===== src/rtl/key_expansion_if.sv =====
// ---------------------------------------------------------------------------
// key_expansion_if
// Groups the control, key-load and round-key read signals of key_expansion.
//   start      : request to expand key_in (ignored while busy)
//   key_in     : 128-bit cipher key, byte 0 in [127:120]
//   busy       : expansion in progress
//   done       : one-cycle pulse when the last round key has been written
//   keys_valid : key store holds a complete schedule for the last accepted key
//   rk_addr    : round-key read index
//   rk_out     : registered read data for rk_addr (one cycle latency)
// master = requester side, slave = key_expansion side.
// ---------------------------------------------------------------------------
interface key_expansion_if;
  logic         start;
  logic [127:0] key_in;
  logic         busy;
  logic         done;
  logic         keys_valid;
  logic [3:0]   rk_addr;
  logic [127:0] rk_out;

  modport master (
    output start, key_in, rk_addr,
    input  busy, done, keys_valid, rk_out
  );

  modport slave (
    input  start, key_in, rk_addr,
    output busy, done, keys_valid, rk_out
  );
endinterface


===== src/rtl/key_expansion.sv =====
// ---------------------------------------------------------------------------
// key_expansion
// Sequential AES-128 key schedule. One accepted cipher key is expanded into
// round keys 0..NR, one round key per clock, into an internal key store that
// is served through a registered random-access read port.
// Ports:
//   i_clk : single clock, rising edge
//   i_rst : synchronous active-high reset
//   bus   : key_expansion_if.slave (start/key_in/busy/done/keys_valid,
//           rk_addr/rk_out read port)
// Parameter NR (1..10): number of rounds; below 10 for reduced-round builds.
//
// sub_bytes (same file): byte-wise AES S-box over numbytes bytes, used here
// as SubWord with numbytes = 4.
// ---------------------------------------------------------------------------

module sub_bytes #(
  parameter int numbytes = 4
) (
  input  logic [8*numbytes-1:0] i_bytes,
  output logic [8*numbytes-1:0] o_bytes
);
  // FIPS-197 S-box, entry 0 in the most significant byte.
  localparam logic [2047:0] SBOX = {
    128'h637c777bf26b6fc53001672bfed7ab76,
    128'hca82c97dfa5947f0add4a2af9ca472c0,
    128'hb7fd9326363ff7cc34a5e5f171d83115,
    128'h04c723c31896059a071280e2eb27b275,
    128'h09832c1a1b6e5aa0523bd6b329e32f84,
    128'h53d100ed20fcb15b6acbbe394a4c58cf,
    128'hd0efaafb434d338545f9027f503c9fa8,
    128'h51a3408f929d38f5bcb6da2110fff3d2,
    128'hcd0c13ec5f974417c4a77e3d645d1973,
    128'h60814fdc222a908846eeb814de5e0bdb,
    128'he0323a0a4906245cc2d3ac629195e479,
    128'he7c8376d8dd54ea96c56f4ea657aae08,
    128'hba78252e1ca6b4c6e8dd741f4bbd8b8a,
    128'h703eb5664803f60e613557b986c11d9e,
    128'he1f8981169d98e949b1e87e9ce5528df,
    128'h8ca1890dbfe6426841992d0fb054bb16
  };

  genvar gi;
  generate
    for (gi = 0; gi < numbytes; gi++) begin : g_byte
      // Entry x sits at bit offset (255 - x) * 8 = {~x, 3'b000}.
      assign o_bytes[8*gi +: 8] = SBOX[{~i_bytes[8*gi +: 8], 3'b000} +: 8];
    end
  endgenerate
endmodule

module key_expansion #(
  parameter int NR = 10
) (
  input  logic          i_clk,
  input  logic          i_rst,
  key_expansion_if.slave bus
);
  localparam logic [3:0] NR_L = 4'(NR);

  typedef enum logic {
    S_IDLE   = 1'b0,
    S_EXPAND = 1'b1
  } state_t;

  state_t       r_state, w_state_next;
  logic [3:0]   r_cnt, w_cnt_next;
  logic [127:0] r_work, w_work_next;
  logic         r_done, w_done_next;
  logic         r_keys_valid, w_keys_valid_next;

  logic         w_we;
  logic [3:0]   w_waddr;
  logic [127:0] w_wdata;

  // Store depth is the full 4-bit address space so rk_addr indexes it
  // directly; only entries 0..NR are ever written.
  logic [127:0] r_store [16];
  logic [127:0] r_rk_out;

  // ---------------- next-round-key datapath ----------------
  logic [31:0]  w_w0, w_w1, w_w2, w_w3;
  logic [31:0]  w_rot, w_sub, w_temp;
  logic [31:0]  w_w4, w_w5, w_w6, w_w7;
  logic [127:0] w_next_key;
  logic [7:0]   w_rcon;

  assign {w_w0, w_w1, w_w2, w_w3} = r_work;
  assign w_rot = {w_w3[23:0], w_w3[31:24]};

  sub_bytes #(.numbytes(4)) u_sub_word (
    .i_bytes (w_rot),
    .o_bytes (w_sub)
  );

  // The counter equals the round number of the key being produced.
  always_comb begin
    w_rcon = 8'h00;
    case (r_cnt)
      4'd1:    w_rcon = 8'h01;
      4'd2:    w_rcon = 8'h02;
      4'd3:    w_rcon = 8'h04;
      4'd4:    w_rcon = 8'h08;
      4'd5:    w_rcon = 8'h10;
      4'd6:    w_rcon = 8'h20;
      4'd7:    w_rcon = 8'h40;
      4'd8:    w_rcon = 8'h80;
      4'd9:    w_rcon = 8'h1b;
      4'd10:   w_rcon = 8'h36;
      default: w_rcon = 8'h00;
    endcase
  end

  assign w_temp     = w_sub ^ {w_rcon, 24'h000000};
  assign w_w4       = w_w0 ^ w_temp;
  assign w_w5       = w_w4 ^ w_w1;
  assign w_w6       = w_w5 ^ w_w2;
  assign w_w7       = w_w6 ^ w_w3;
  assign w_next_key = {w_w4, w_w5, w_w6, w_w7};

  // ---------------- FSM ----------------
  always_comb begin
    w_state_next      = r_state;
    w_cnt_next        = r_cnt;
    w_work_next       = r_work;
    w_done_next       = 1'b0;
    w_keys_valid_next = r_keys_valid;
    w_we              = 1'b0;
    w_waddr           = r_cnt;
    w_wdata           = w_next_key;

    case (r_state)
      S_IDLE: begin
        if (bus.start) begin
          w_state_next      = S_EXPAND;
          w_cnt_next        = 4'd1;
          w_work_next       = bus.key_in;
          w_keys_valid_next = 1'b0;
          w_we              = 1'b1;
          w_waddr           = 4'd0;
          w_wdata           = bus.key_in;
        end
      end
      S_EXPAND: begin
        w_we        = 1'b1;
        w_work_next = w_next_key;
        w_cnt_next  = r_cnt + 4'd1;
        if (r_cnt == NR_L) begin
          w_state_next      = S_IDLE;
          w_cnt_next        = 4'd0;
          w_done_next       = 1'b1;
          w_keys_valid_next = 1'b1;
        end
      end
      default: w_state_next = S_IDLE;
    endcase
  end

  always_ff @(posedge i_clk) begin
    if (i_rst) begin
      r_state      <= S_IDLE;
      r_cnt        <= 4'd0;
      r_work       <= 128'h0;
      r_done       <= 1'b0;
      r_keys_valid <= 1'b0;
    end else begin
      r_state      <= w_state_next;
      r_cnt        <= w_cnt_next;
      r_work       <= w_work_next;
      r_done       <= w_done_next;
      r_keys_valid <= w_keys_valid_next;
    end
  end

  // ---------------- key store ----------------
  // Not reset; contents are meaningless until keys_valid is set.
  always_ff @(posedge i_clk) begin
    if (w_we && !i_rst) begin
      r_store[w_waddr] <= w_wdata;
    end
  end

  // Registered read: a same-edge write to the addressed entry is not seen
  // until the following edge (read-before-write).
  always_ff @(posedge i_clk) begin
    if (i_rst) begin
      r_rk_out <= 128'h0;
    end else if (bus.rk_addr <= NR_L) begin
      r_rk_out <= r_store[bus.rk_addr];
    end else begin
      r_rk_out <= 128'h0;
    end
  end

  assign bus.busy       = (r_state == S_EXPAND);
  assign bus.done       = r_done;
  assign bus.keys_valid = r_keys_valid;
  assign bus.rk_out     = r_rk_out;
endmodule


===== src/flat_wrapper.sv =====
// flat-port wrapper written by rule: the top's interface ports become plain ports
module key_expansion_flat 
#(
  parameter int NR = 10
)
  (i_clk, i_rst, bus_start, bus_key_in, bus_rk_addr, bus_busy, bus_done, bus_keys_valid, bus_rk_out);
  key_expansion_if bus_i ();
  input  logic i_clk;
  input  logic i_rst;
  input wire logic [$bits(bus_i.start)-1:0] bus_start;
  input wire logic [$bits(bus_i.key_in)-1:0] bus_key_in;
  input wire logic [$bits(bus_i.rk_addr)-1:0] bus_rk_addr;
  output wire logic [$bits(bus_i.busy)-1:0] bus_busy;
  output wire logic [$bits(bus_i.done)-1:0] bus_done;
  output wire logic [$bits(bus_i.keys_valid)-1:0] bus_keys_valid;
  output wire logic [$bits(bus_i.rk_out)-1:0] bus_rk_out;
  assign bus_i.start = bus_start;
  assign bus_i.key_in = bus_key_in;
  assign bus_i.rk_addr = bus_rk_addr;
  assign bus_busy = bus_i.busy;
  assign bus_done = bus_i.done;
  assign bus_keys_valid = bus_i.keys_valid;
  assign bus_rk_out = bus_i.rk_out;
  key_expansion #(.NR(NR)) u_core (.i_clk(i_clk), .i_rst(i_rst), .bus(bus_i));
endmodule

===== config.mk =====
export PLATFORM = sky130hd
export DESIGN_NAME = key_expansion_flat
export DESIGN_NICKNAME = d
export VERILOG_FILES = /design/src/rtl/key_expansion_if.sv /design/src/rtl/key_expansion.sv /design/src/flat_wrapper.sv
export SDC_FILE = /design/constraint.sdc
export NUM_CORES = 2
export LEC_CHECK = 0
export CAP_MARGIN = 15
export CORE_MARGIN = 2
export CORE_UTILIZATION = 39
export DETAILED_ROUTE_END_ITERATION = 8
export GPL_TIMING_DRIVEN = 0
export REMOVE_ABC_BUFFERS = 1
export SYNTH_ARGS = -nofsm -noshare
export SYNTH_HDL_FRONTEND = slang
export SYNTH_HIERARCHICAL = 1
export SYNTH_SLANG_ARGS = --single-unit
export TNS_END_PERCENT = 10

===== constraint.sdc =====
create_clock -name i_clk -period 32.3 [get_ports i_clk]
set_input_delay 4.845 -clock i_clk [delete_from_list [all_inputs] [get_ports i_clk]]
set_output_delay 4.845 -clock i_clk [all_outputs]
set_load 0.01 [all_outputs]

==> impl_metrics.toml <==
[clock_network]
cts-resized-gates = 0
numCtsBuffers = 225
clock_latency_ns = 0.91
clock_path_buffers = 3
cts_tree = "yes"
cts-root-buf = "clkbuf_16"
htreeDepth = 4
post_cts_buffers = 0
clkTransAtPathRegs_ns = 0.06
clkSinkCount = 2319
hold_buffers = 0

[critical_path]
cp-start-kind = "input pin"
cp-end-kind = "register"
cp_slowest_stage_delay_ns = 0.59
crit_path_top_delay_cell = "nor2_4"
critPathMostFrequentCell = "buf_12"
crit_required_ns = 32.87
crit_buf_inv = 7
critical_path.max_fanout = 97
regToRegSetupSlack_ns = 24.81
arrival_ns = 8.35
crit_chain = "buf_8 -> buf_16 -> nand2_4 -> buf_16 -> nand3_1 -> nor2_4 -> buf_12 -> buf_12 -> buf_12 -> buf_12"
path_delay_family = "buffers and inverters"
crit_type = "in2reg"

[finish]
nFillCells = 22200
final_area_mm2 = 0.119
multi_input_area_mm2 = 0.0322
final_util_pct = 45.8
fin_nets = 6954
drive_gt1_share_pct = 18.2
area_delta_synth_final_pct = 16.7
fin_cells = 10400
regArea_mm2 = 0.0670

[power_and_ir_drop]
p_per_area_mw_per_mm2 = 78.0
ir_drop_v = 0.0000589
p_leak_nw = 37.5

[timing]
layout_min_cycle_time_ns = 7.78
rsz0062_at_grt = "false"
hold_viol = 0
timing.final.max_slew_violations = 0
final-setup-viol-count = 0
worst_slack_ns = 24.52
max_slew_margin_pct = 14.2
clock_skew_ns = 0.0722
fmax_mhz = 128
fin_crit_sh_pct = 24.1
fin_tns_setup_ns = 0
worst_pin_slew_ns = 1.28

[flow_run]
drv_cap = 0

[place]
globalplace.congestion = 0.916
dp.cells = 9908
dpl.hpwl_um = 207000
numPortBuffers = 265
place_ws_ns = 23.60
place_area_mm2 = 0.111

[yosys]
syn-mean-instance-area_um2 = 15.5
ys_top_cells_by_area = "edfxtp_1, mux4_2, dfxtp_1"
ys_seq_area_share_pct = 65.7
synth-edff-count = 2048
synth_top_area_share_pct = 60.4
yosys_register_bits = 2319
yosysMostFrequentCell = "edfxtp_1"
yosysWarnings = 6
async_flop_share_pct = 0
synth.distinct_cells = 89
yosysTopAreaCell = "edfxtp_1"
synthFlopType = "edfxtp_1"
synth_commonest_cells = "edfxtp_1, mux4_2, a21oi_1"
syn_inst = 6565
synthesis.area_mm2 = 0.102

[floorplan]
core_mm2 = 0.260
die_y_um = 515
die_x_um = 515
start_util_pct = 39.2
fp.dieArea_mm2 = 0.265
rows = 187
io_pins = 266

[global_routing]
grt-ovfl-total = 0
grt_max_degree = 101
grt_pass1_vias = 62600
antenna_found_initial = 21
grt_usage_pct = 24.0
grt_pass1_wl_um = 462000

[route]
drt_first_pass_iters = 8
antenna_left = 0
drc = 0
wl_um = 325000
drtIter0Drc = 8662
viasPerCell = 6.18
routedWlPerCell_um = 31.4
routed-via-count = 64100

[outcome]
run_status = "completed"

[min_path]
hold_path_class = "reg2reg"
## kinds of logic (layout without fill, tap and decap cells)
group	after synthesis	in the layout	share of synthesized area (%)
AND/OR/NAND/NOR	1149	1149	5.60
flip-flops	2319	2319	65.7
adder cells (fa/ha/maj)	66	66	0.811
multiplexers	561	561	12.1
XOR/XNOR	152	152	1.61
other	0	9	0
buffers and inverters	608	998	2.85
AO/OA/AOI/OAI	1710	1710	11.4
## power by group
group / switching [mW] / total [mW] / internal, mW
clock network: 1.16 / 2.75 / 1.58
registers: 0.150 / 4.11 / 3.96
logic: 1.70 / 2.42 / 0.721
## state kept, by name, indices dropped and copies added (netlist names)
signal / count
u_core/bus.rk_out: 128
u_core/bus.done: 1
u_core/bus.keys_valid: 1
u_core/r_store: 2048
u_core/bus.busy: 1
u_core/r_cnt: 4
u_core/r_work: 128
u_core/w_rcon: 8
## cell usage in the layout (no fill, tap or decap), types with 33 or more instances in the layout
cell,synthesis,layout
a311oi_1,52,52
o311ai_0,58,58
clkinv_1,6,33
buf_12,0,127
clkbuf_16,0,225
a21oi_1,393,393
nor2b_1,210,207
inv_1,34,34
nor2_1,267,251
nand3_1,74,74
nand2_1,268,267
nor3_1,96,95
clkdlybuf4s50_1,0,261
xor2_1,96,96
edfxtp_1,2048,2048
o211ai_1,48,48
nand2b_1,84,84
a211oi_1,307,307
mux4_2,532,532
o21ai_0,244,230
ha_1,66,66
a22oi_1,271,271
a31oi_1,46,46
o21ai_1,24,38
clkinv_2,0,36
dfxtp_1,271,246
buf_16,0,55
clkbuf_1,279,53
## path summary, 6_finish.rpt
kind,startpoint,endpoint,cells past startpoint
hold / removal,u_core/bus.keys_valid,u_core/bus.keys_valid,2
hold reg to reg,u_core/bus.keys_valid,u_core/bus.keys_valid,2
setup reg to reg,u_core/r_work[25],u_core/r_store[14][0],12
setup / recovery,bus_start,u_core/r_store[6][68],10
## routing by layer
metal / wire, um / part of all wire, % / up-vias / global-route usage [%]
li1: - / - / 26900 / -
met5: 69 / 0.021 / - / 0
met4: 12400 / 3.8 / 12 / 9.02
met2: 159000 / 49 / 3133 / 39.4
met3: 23100 / 7.1 / 549 / 3.53
met1: 131000 / 40 / 33500 / 32.2
## worst min-delay path, delay by kind of cell (launching register included)
kind            cells  cell delay, ns
flops               1            0.34
simple gates        1            0.07
compound gates      1            0.06
## through the flow
step           hold slack (ns)  power (mW)
2_1_floorplan            0.495        5.52
4_1_cts                  0.516        9.25
3_3_place_gp             0.483        6.77
5_1_grt                  0.601        9.60
6_report                 0.507        9.28
3_5_place_dp             0.499        6.51
## cell type report
type / instances / area share [%]
sequential: 2319 / 56.4
clock buffer: 295 / 5.10
inverter: 44 / 0.139
tap: 3402 / 3.58
antenna: 9 / 0.0189
timing repair buffer: 525 / 6.24
clock inverter: 134 / 1.47
multi-input combinational: 3638 / 27.1
Power figures use the tool's default switching activity.
